==> src/rtl/dice_roller.sv <==
// Electronic dice: two-flop synchronised, debounced buttons, a tumbling die pair and a roll FSM.
// Ports: CLK/ResetN, BtnRoll/BtnNew raw in, Roll/Win/Lose ctl in; Rb, Reset, Sum, Die1/2, SumValid, RollCount out.
// DICE_ROLLCOUNT_EN: builds the saturating RollCount register; otherwise RollCount is tied to 0.
module dice_roller #(
  parameter int unsigned DEB_CYCLES = 4
) (
  input  logic       CLK,
  input  logic       ResetN,
  input  logic       BtnRoll,
  input  logic       BtnNew,
  input  logic       Roll,
  input  logic       Win,
  input  logic       Lose,
  output logic       Rb,
  output logic       Reset,
  output logic [3:0] Sum,
  output logic [2:0] Die1,
  output logic [2:0] Die2,
  output logic       SumValid,
  output logic [7:0] RollCount
);

  typedef enum logic [1:0] {
    IDLE    = 2'd0,
    ROLLING = 2'd1,
    SETTLE  = 2'd2
  } state_t;

  localparam logic [7:0] DEB_LAST = 8'(DEB_CYCLES - 1);

  // index 0 = roll button, index 1 = new-game button
  logic [1:0] sync1_q, sync2_q;
  logic [1:0] deb_q, deb_d;
  logic [7:0] cnt_q [2];
  logic [7:0] cnt_d [2];
  logic       new_prev_q;

  state_t     state_q, state_d;
  logic [2:0] die1_q, die1_d;
  logic [2:0] die2_q, die2_d;
  logic [3:0] sum_q, sum_d;
  logic       valid_q;
  logic       reset_q, reset_d;

  // A level flips only after DEB_CYCLES consecutive disagreeing cycles.
  always_comb begin
    for (int i = 0; i < 2; i++) begin
      deb_d[i] = deb_q[i];
      cnt_d[i] = '0;
      if (sync2_q[i] != deb_q[i]) begin
        if (cnt_q[i] == DEB_LAST) begin
          deb_d[i] = sync2_q[i];
        end else begin
          cnt_d[i] = cnt_q[i] + 8'd1;
        end
      end
    end
  end

  always_ff @(posedge CLK or negedge ResetN) begin
    if (!ResetN) begin
      sync1_q    <= '0;
      sync2_q    <= '0;
      deb_q      <= '0;
      cnt_q[0]   <= '0;
      cnt_q[1]   <= '0;
      new_prev_q <= 1'b0;
    end else begin
      sync1_q    <= {BtnNew, BtnRoll};
      sync2_q    <= sync1_q;
      deb_q      <= deb_d;
      cnt_q[0]   <= cnt_d[0];
      cnt_q[1]   <= cnt_d[1];
      new_prev_q <= deb_q[1];
    end
  end

  // Reset pulses the cycle after the debounced new-game edge cycle.
  assign reset_d = deb_q[1] & ~new_prev_q & (Win | Lose);

  // Die2 steps only when Die1 wraps, giving a 36-cycle sequence.
  always_comb begin
    die1_d = die1_q;
    die2_d = die2_q;
    if (Roll) begin
      if (die1_q == 3'd6) begin
        die1_d = 3'd1;
        die2_d = (die2_q == 3'd6) ? 3'd1 : die2_q + 3'd1;
      end else begin
        die1_d = die1_q + 3'd1;
      end
    end
    sum_d = {1'b0, die1_d} + {1'b0, die2_d};
  end

  always_comb begin
    state_d = state_q;
    unique case (state_q)
      IDLE:    if (Roll)  state_d = ROLLING;
      ROLLING: if (!Roll) state_d = SETTLE;
      SETTLE:  state_d = Roll ? ROLLING : IDLE;
      default: state_d = IDLE;
    endcase
  end

  always_ff @(posedge CLK or negedge ResetN) begin
    if (!ResetN) begin
      state_q <= IDLE;
      die1_q  <= 3'd1;
      die2_q  <= 3'd1;
      sum_q   <= 4'd2;
      valid_q <= 1'b0;
      reset_q <= 1'b0;
    end else begin
      state_q <= state_d;
      die1_q  <= die1_d;
      die2_q  <= die2_d;
      sum_q   <= sum_d;
      valid_q <= (state_d == SETTLE);
      reset_q <= reset_d;
    end
  end

`ifdef DICE_ROLLCOUNT_EN
  logic [7:0] rc_q;
  logic       settle_enter;

  assign settle_enter = (state_q == ROLLING) && (state_d == SETTLE);

  always_ff @(posedge CLK or negedge ResetN) begin
    if (!ResetN) begin
      rc_q <= '0;
    end else if (settle_enter && rc_q != 8'hFF) begin
      rc_q <= rc_q + 8'd1;
    end
  end

  assign RollCount = rc_q;
`else
  assign RollCount = '0;
`endif

  assign Rb       = deb_q[0];
  assign Reset    = reset_q;
  assign Die1     = die1_q;
  assign Die2     = die2_q;
  assign Sum      = sum_q;
  assign SumValid = valid_q;

endmodule

==> config.mk <==
export PLATFORM = sky130hd
export DESIGN_NAME = dice_roller
export DESIGN_NICKNAME = d
export VERILOG_FILES = /design/src/rtl/dice_roller.sv
export SDC_FILE = /design/constraint.sdc
export NUM_CORES = 1
export LEC_CHECK = 0
export ABC_AREA = 1
export CORE_MARGIN = 10
export CORE_UTILIZATION = 55
export CTS_BUF_LIST = sky130_fd_sc_hd__clkbuf_8
export CTS_CLUSTER_DIAMETER = 50
export DETAILED_ROUTE_END_ITERATION = 6
export PLACE_DENSITY = 0.84
export RECOVER_POWER = 100
export SLEW_MARGIN = 20
export SYNTH_ARGS = -nofsm -noshare
export SYNTH_HDL_FRONTEND = slang
export SYNTH_SLANG_ARGS = --single-unit
==> constraint.sdc <==
create_clock -name CLK -period 2.25 [get_ports CLK]
set_input_delay 0.225 -clock CLK [delete_from_list [all_inputs] [get_ports CLK]]
set_output_delay 0.225 -clock CLK [all_outputs]
set_load 0.02 [all_outputs]
* Yosys cells after proc, flatten, opt, wreduce, memory -nomap -nowiden
Cells that the tools add are included.
** Word-level totals
- Register bits :: 37
- Input bits :: 7
- Output and inout port bits :: 21
- Logic and storage cells :: 47
** Cells by class
- $add $sub $neg :: 5
- Equal/unequal tests :: 9
- Muxes and demuxes :: 13
- Bitwise operators :: 4
- Reductions and logical operators :: 3
** Operators by type and width (number)
- $mux W8 :: 4
- $add A8 B1 Y8 const B :: 2
- $eq A8 B2 Y1 const B :: 2
- $mux W3 :: 5
- $add A3 B1 Y3 const B :: 2
- $eq A3 B3 Y1 const B :: 2
- $pmux W2 S3 :: 1
- $add A3 B3 Y4 :: 1
- $eq A2 B2 Y1 const B :: 2
- $mux W2 :: 2
- $reduce_and A2 Y1 :: 2
- $and A1 B1 Y1 :: 2
- $eq A2 B1 Y1 const B :: 1
- $logic_not A2 Y1 :: 1
- $ne A1 B1 Y1 :: 2
- $mux W1 :: 1
- $not A1 Y1 :: 1
- $or A1 B1 Y1 :: 1

* Logic depth before layout (Yosys ltp)
Gate-level depths: netlist of the first run.
- Depth in word-level cells :: 5
- Gate-level depth with buffers :: 9
- Gate-level depth less buffers :: 9

* Least setup slack after synthesis of the first run
No wires, ideal clock.
- Path kind :: register -> register
- From :: register die1_q[2] (netlist: Die1[2])
- To :: register sum_q[2] (netlist: Sum[2])
- Setup time :: 0.123 ns
- Arrival :: 1.669 ns
- Required time :: 2.127 ns
- Slack :: 0.459 ns
- Stages on the path, launching flop included :: 8
- Buffers on the path :: 0
- Period minus slack after synthesis :: 1.791 ns
- Path through :: dfrtp_1 > nand3_2 > nor2_4 > xor2_1 > ha_1 > inv_1 > fa_1 > xnor2_1
** On the way
- Cells in the longest elaborated chain, start to end :: 4
- Elaborated cells on any way between the ends :: 7
- Classes of those cells :: add/sub (2); eq/ne (1); mux (4)
** RTL lines
- start: declaration :: RTL line 39 : logic [2:0] die1_q, die1_d;
- start signal: assignment :: RTL line 116 : die1_q <= die1_d;
- $eq A3 B3 Y1 :: RTL line 86 : if (die1_q == 3'd6) begin
- $mux W3 :: RTL line 86
- $mux W3 :: RTL line 85 : if (Roll) begin
- net die2_d[0] :: RTL line 40 : logic [2:0] die2_q, die2_d;
- $add A3 B3 Y4 :: RTL line 93 : sum_d = {1'b0, die1_d} + {1'b0, die2_d};
- net sum_d[2] :: RTL line 41 : logic [3:0] sum_q, sum_d;
- end signal: assignment :: RTL line 118 : sum_q <= sum_d;
- end: declaration :: RTL line 41
The timed path passes the listed nets, and every way through them passes these cells.
A chain may end at the register's enable or synchronous reset.

* Final worst setup path of the first run
- From :: input port Roll
- To :: register sum_q[2] (netlist: Sum[2])
** On the way
- Cells in the longest elaborated chain, start to end :: 2
- Elaborated cells on any way between the ends :: 3
- Classes of those cells :: add/sub (1); mux (2)
** RTL lines
- start: declaration :: RTL line 11 : input logic Roll,
- $mux W3 :: RTL line 85
- net die1_d[1] :: RTL line 39
- $add A3 B3 Y4 :: RTL line 93
- net sum_d[2] :: RTL line 41
The timed path passes the listed nets, and every way through them passes these cells.

==> results.json, run 1 <==
{
  "status": "complete, but fails checks",
  "failed_checks": "max-capacitance violations, max-slew violations",
  "io_pins": 28,
  "antenna_found_initial": 0,
  "ant_nets": 0,
  "clock_skew_ns": 0.009510,
  "setup_tns_ns": 0,
  "die_h_um": 76.21,
  "synth_edf_count": 0,
  "area_delta_synth_final_pct": 16.13,
  "ys_seq_elements": 37,
  "drt_iter0_drc": 89,
  "cts_resized": 0,
  "leakagePower_nw": 0.9990,
  "grt_overflow": 0,
  "ys_seq_area_share_pct": 53.49,
  "placed_cells": 263,
  "finalSetupViolations": 0,
  "fmax_mhz": 508.6,
  "drive_gt1_share_pct": 6.608,
  "slew_headroom_pct": -30.46,
  "wl_per_cell_um": 13.02,
  "grt_pass1_vias": 1300,
  "worstPathRequired_ns": 2.42,
  "period_share_pct": 87.38,
  "fillers": 239,
  "dr_total_vias": 1282,
  "maxCapViolations": 1,
  "clk_pin_slew_worst_paths_ns": 0.07,
  "ctsHtreeMaxLevel": 2,
  "synth_cell_type_count": 26,
  "cp_max_fo": 6,
  "dp_hpwl_um": 2605,
  "startpoint_type": "input pin",
  "fin_crit_ns": 1.966,
  "die-area_sq_um": 5808,
  "syn_area_sq_um": 1738,
  "rsz0062_at_grt": "false",
  "seq_power_share_pct": 43.8,
  "hp-class": "reg2reg",
  "p_int_mw": 1.354,
  "firstDrtPassIters": 4,
  "power.density_nw_per_um2": 1097,
  "finalWorstSetupSlack_ns": 0.2839,
  "fp.dieW_um": 76.21,
  "start_util_pct": 57.40,
  "gp_congestion": 0.7599,
  "syn_inst": 199,
  "cts_tree": "yes",
  "async_reset_ff_share_pct": 100.0,
  "clock_path_buffers": 2,
  "ir_worst_vdd_mv": 0.7742,
  "drv_slew": 38,
  "cts.sinks": 37,
  "num_rows": 20,
  "fin_nets": 239,
  "arrival_ns": 2.13,
  "cts-root-buf": "clkbuf_8",
  "ctsHoldBuffers": 0,
  "comb_power_share_pct": 36.3,
  "place_area_sq_um": 1959,
  "fin_cells": 271,
  "swShare_pct": 38.80,
  "grt_usage_pct": 12.51,
  "coreArea_sq_um": 3028,
  "viasPerCell": 4.731,
  "end_kind": "flop",
  "grt_max_degree": 38,
  "routed_wl_um": 3529,
  "cts_buffers": 5,
  "criticalPathCategory": "in2reg",
  "drc": 0,
  "numPortBuffers": 19,
  "postLayoutCellArea_sq_um": 2018,
  "tightestPinTransition_ns": 1.957,
  "clock_latency_ns": 0.29,
  "diodes": 0,
  "place_ws_ns": 0.1096,
  "hold_viol": 0,
  "ys_warn_count": 0,
  "p_sw_mw": 0.8587,
  "synth_ff_type": "dfrtp_1",
  "synth_area_per_cell_sq_um": 8.733,
  "fin_util_pct": 66.65,
  "clkPwrFrac_pct": 19.9,
  "postCtsSetupRepairBufs": 0,
  "grt_first_pass_wirelength_um": 5947
}
==> worst paths after layout <==
kind,cells after the start,endpoint,slack (ns),start
worst max-delay path,10,Sum[2]$_DFF_PN0_,0.28,Roll
worst min-delay path,0,sync2_q[1]$_DFF_PN0_,0.35,sync1_q[1]$_DFF_PN0_
worst max register to register,7,Sum[2]$_DFF_PN0_,0.37,Die1[1]$_DFF_PN0_
worst min register to register,0,sync2_q[1]$_DFF_PN0_,0.35,sync1_q[1]$_DFF_PN0_
max in group asynchronous,1,sync2_q[1]$_DFF_PN0_,0.64,ResetN
min in group asynchronous,1,new_prev_q$_DFF_PN0_,0.48,ResetN
==> flip-flops by register name, summed over array words and instances (netlist names) <==
name	count
Reset	1
Die2	3
state_q	2
deb_q	2
Sum	4
cnt_q	16
sync1_q	2
sync2_q	2
SumValid	1
Die1	3
new_prev_q	1
==> layer usage <==
metal | global-route usage (%) | routed length (um) | vias to the layer above
met3 | 5.542 | 239 | 6
met4 | 4.647 | 52 | 0
met2 | 21.34 | 1796 | 35
met1 | 13.31 | 1442 | 597
met5 | 0 | 0 | -
li1 | - | - | 644
==> kinds of logic (layout without fill, tap and decap cells) <==
group / count (synthesis) / count (layout) / share of synthesized area (%)
buffers and inverters: 38 / 59 / 9.935
DFF: 37 / 37 / 53.49
other: 1 / 8 / 0.2158
and+or+nand+nor: 102 / 102 / 25.34
AOI/OAI and AO/OA: 9 / 9 / 2.807
xor gates and xnor gates: 6 / 6 / 3.456
adders and majority gates: 6 / 6 / 4.752
==> power by group through the flow <==
stage | Sequential (mW) | Combinational [mW] | Clock [mW]
after floorplan | 1.08 | 0.400 | 0
after global placement | 0.980 | 0.806 | 0
after detailed placement | 0.985 | 0.860 | 0
after CTS | 0.978 | 0.867 | 0.445
after global routing | 0.988 | 0.911 | 0.481
final | 0.969 | 0.804 | 0.440
==> cell usage in the layout (no fill, tap or decap), types with 3 or more instances in the layout <==
master / n
nand2_1: 51
dfrtp_1: 34
inv_1: 30
nor2_1: 29
dlygate4sd3_1: 16
nand3_1: 11
conb_1: 8
o21ai_0: 5
ha_1: 5
clkbuf_8: 5
dfstp_2: 3
nor3_1: 3
xnor2_1: 3
nor3b_1: 3
xor2_1: 3
clkbuf_1: 3
==> metrics by stage <==
step                total power [mW]  hold WS, ns
finish                         2.213       0.3494
global route                   2.381       0.3722
CTS                            2.290      0.04634
detailed placement             1.844       0.3347
global placement               1.785       0.3317
floorplan                      1.475     -0.07059
==> Yosys cell counts, drive strengths merged, types with 3 or more instances <==
| master | n | area share, % |
|---|---|---|
| dfstp | 3 | 4.5 |
| xnor2 | 3 | 1.9 |
| nor2 | 30 | 7.1 |
| ha | 5 | 3.6 |
| o21ai | 6 | 1.7 |
| xor2 | 3 | 1.5 |
| dfrtp | 34 | 49 |
| nand3 | 12 | 4.0 |
| nor3b | 3 | 1.3 |
| nor3 | 3 | 0.86 |
| buf | 8 | 3.5 |
| inv | 30 | 6.5 |
| nand2 | 53 | 12 |
==> critical path: stages <==
cell           delay, ns
dlygate4sd3_1       0.55
clkbuf_1            0.16
nand2_1             0.09
inv_1               0.06
nand2_1             0.07
nand2_1             0.06
nor2_1              0.21
inv_1               0.12
fa_1                0.45
xnor2_1             0.14
==> area by class of cell <==
cell class                      instances  area, sq um  area share, %
Sequential cell                        37        929.6          46.06
Multi-Input combinational cell        131        646.9          32.05
Timing Repair Buffer                   21        191.4          9.485
Inverter                               30        112.6          5.580
Clock buffer                            5        68.82          3.410
Tap cell                               44        55.05          2.728
Clock inverter                          3        13.76         0.6820
Note: power is estimated with default switching activity, not from simulation.
==> inputs of run 2 (changes only) <==
--- a/config.mk
+++ b/config.mk
@@ -7,11 +7,12 @@
 export LEC_CHECK = 0
 export ABC_AREA = 1
 export CORE_MARGIN = 10
-export CORE_UTILIZATION = 55
+export CORE_UTILIZATION = 43
 export CTS_BUF_LIST = sky130_fd_sc_hd__clkbuf_8
 export CTS_CLUSTER_DIAMETER = 50
 export DETAILED_ROUTE_END_ITERATION = 6
-export PLACE_DENSITY = 0.84
+export HOLD_SLACK_MARGIN = 0.06
+export PLACE_DENSITY = 0.68
 export RECOVER_POWER = 100
 export SLEW_MARGIN = 20
 export SYNTH_ARGS = -nofsm -noshare
==> run 2 against run 1 <==
  * The flow now finishes without violations
  * Via count shrank 2.5%
  * Clock skew shrank 0.0054 ns
  * Design area grew 1.3%
  * Largest power group unchanged
  * Core utilization shrank 15 points
  * Setup slack gained 0.053 ns
==> results.json, run 2 (same netlist as run 1, synthesis figures left out) <==
{
  "hp-class": "reg2reg",
  "setup_tns_ns": 0,
  "end_kind": "flop",
  "cts.sinks": 37,
  "start_util_pct": 44.08,
  "worst-path-buf-inv": 2,
  "tightestPinTransition_ns": 0.8898,
  "ir_worst_vdd_mv": 0.5429,
  "die-area_sq_um": 6985,
  "min_path_cells": 0,
  "postCtsSetupRepairBufs": 0,
  "largest_reg_flops": 16,
  "antenna_found_initial": 0,
  "cts_tree": "yes",
  "io_pins": 28,
  "dr_total_vias": 1250,
  "startpoint_type": "input pin",
  "slew_headroom_pct": 40.68,
  "routed_wl_um": 3104,
  "multiInputGateArea_sq_um": 639.4,
  "grt_max_degree": 38,
  "viasPerCell": 4.513,
  "arrival_ns": 2.08,
  "ant_nets": 0,
  "coreArea_sq_um": 3943,
  "drv_slew": 0,
  "top_register": "cnt_q",
  "ctsHtreeMaxLevel": 2,
  "final_cell_mix": "nand2_1 (51), dfrtp_1 (34), nor2_1 (30)",
  "diodes": 0,
  "clock_latency_ns": 0.28,
  "fmax_mhz": 522.7,
  "numPortBuffers": 19,
  "firstDrtPassIters": 4,
  "leakagePower_nw": 1.010,
  "grt_first_pass_wirelength_um": 5706,
  "finalSetupViolations": 0,
  "gp_congestion": 0.7889,
  "wl_per_cell_um": 11.21,
  "area_delta_synth_final_pct": 17.64,
  "fin_nets": 239,
  "r2r_cells": 7,
  "max_stage_delay_ns": 0.54,
  "dp_hpwl_um": 2363,
  "final_common_cell": "nand2_1",
  "period_share_pct": 85.03,
  "drive_gt1_share_pct": 7.048,
  "clock_path_buffers": 2,
  "rsz0062_at_grt": "false",
  "worstPathRequired_ns": 2.42,
  "crit_family": "buffers and inverters",
  "num_rows": 23,
  "die_h_um": 83.58,
  "fillers": 380,
  "ff_latch_area_sq_um": 929.6,
  "drt_iter0_drc": 49,
  "postLayoutCellArea_sq_um": 2044,
  "drc": 0,
  "fin_crit_ns": 1.913,
  "crit_slowest_cell": "dlygate4sd3_1",
  "status": "complete, no violations",
  "clock_skew_ns": 0.004155,
  "grt_overflow": 0,
  "crit_chain": "dlygate4sd3_1 > nand3_1 > nor2_1 > xor2_1 > ha_1 > inv_1 > fa_1 > xnor2_1",
  "place_area_sq_um": 1959,
  "clk_pin_slew_worst_paths_ns": 0.07,
  "path_depth": 8,
  "hold_viol": 0,
  "grt_pass1_vias": 1287,
  "maxCapViolations": 0,
  "cts_buffers": 5,
  "criticalPathCategory": "in2reg",
  "fp.dieW_um": 83.58,
  "cts-root-buf": "clkbuf_8",
  "grt_usage_pct": 9.687,
  "power.density_nw_per_um2": 1085,
  "cp_max_fo": 3
}
[run 2: cell types whose count changed in the layout (fill, tap and decap cells not counted), sizes merged]
cell	before	now
inv	31	30
clkbuf	8	9
dlygate4sd3	16	17
clkinv	2	1
[run 2: repair_timing]
action | 4_1_cts | 5_1_grt
endpoints found under the hold margin | 19 | 0
resized for setup | 0 | 0
hold buffers | 1 | 0
[run 2: per-layer routing]
layer  wire length, um  part of all wire (%)  vias up  GRT usage (%)
met1              1357                    44      581          10.59
met5                 0                     0        -              0
met3               232                   7.5        4          5.078
met4                31                   1.0        0          3.653
met2              1483                    48       25          15.54
li1                  -                     -      640              -
[run 2: layout make-up]
class | count | share of cell area, %
clock buffers | 7 | 4.712
inverters | 30 | 5.508
flip-flops and latches | 37 | 45.47
well taps | 50 | 3.060
repair buffers | 21 | 9.731
clock inverters | 1 | 0.2448
multi-input cells | 131 | 31.27
[run 2: worst reg2reg max path, cell delays in order, from the launching register on]
cell and delay, ns:
dfrtp_1 0.41, nand3_1 0.14, nor2_1 0.22, xor2_1 0.21, ha_1 0.20, inv_1 0.06, fa_1 0.37, xnor2_1 0.14
[run 2: metrics by stage]
| step | power, mW | worst slack, ns | cells | utilization (%) | hold WS [ns] |
|---|---|---|---|---|---|
| floorplan | 1.475 | 0.4589 | 206 | - | -0.07059 |
| global placement | 1.775 | 0.2416 | 268 | 49.70 | 0.3347 |
| detailed placement | 1.800 | 0.1887 | 268 | 49.70 | 0.3347 |
| CTS | 2.313 | 0.4422 | 277 | 52.52 | 0.3564 |
| global route | 2.394 | 0.1851 | 277 | 51.86 | 0.3668 |
| finish | 2.218 | 0.3369 | 277 | 51.86 | 0.3516 |
[run 2: report_power, final]
group          switching [mW]  leakage [nW]  total [mW]  internal [mW]
Sequential              0.120         0.468       0.957          0.838
Combinational           0.466         0.487       0.764          0.299
Clock                   0.219        0.0542       0.496          0.277
Total                   0.805          1.01        2.22           1.41
[run 2: final timing paths]
check,start,endpoint,slack (ns)
worst max-delay path,Roll,Sum[2]$_DFF_PN0_,0.34
worst min-delay path,sync1_q[0]$_DFF_PN0_,sync2_q[0]$_DFF_PN0_,0.35
worst max register to register,Die1[2]$_DFF_PN0_,Sum[2]$_DFF_PN0_,0.38
worst min register to register,sync1_q[0]$_DFF_PN0_,sync2_q[0]$_DFF_PN0_,0.35
max in group asynchronous,ResetN,cnt_q[4]$_DFF_PN0_,1.08
min in group asynchronous,ResetN,new_prev_q$_DFF_PN0_,0.60
==> inputs of run 3 (changes only) <==
--- a/config.mk
+++ b/config.mk
@@ -6,6 +6,7 @@
 export NUM_CORES = 1
 export LEC_CHECK = 0
 export ABC_AREA = 1
+export CAP_MARGIN = 20
 export CORE_MARGIN = 10
 export CORE_UTILIZATION = 43
 export CTS_BUF_LIST = sky130_fd_sc_hd__clkbuf_8
==> results of run 3 <==
Final layout, timing and power as in run 2 (identical DEF).
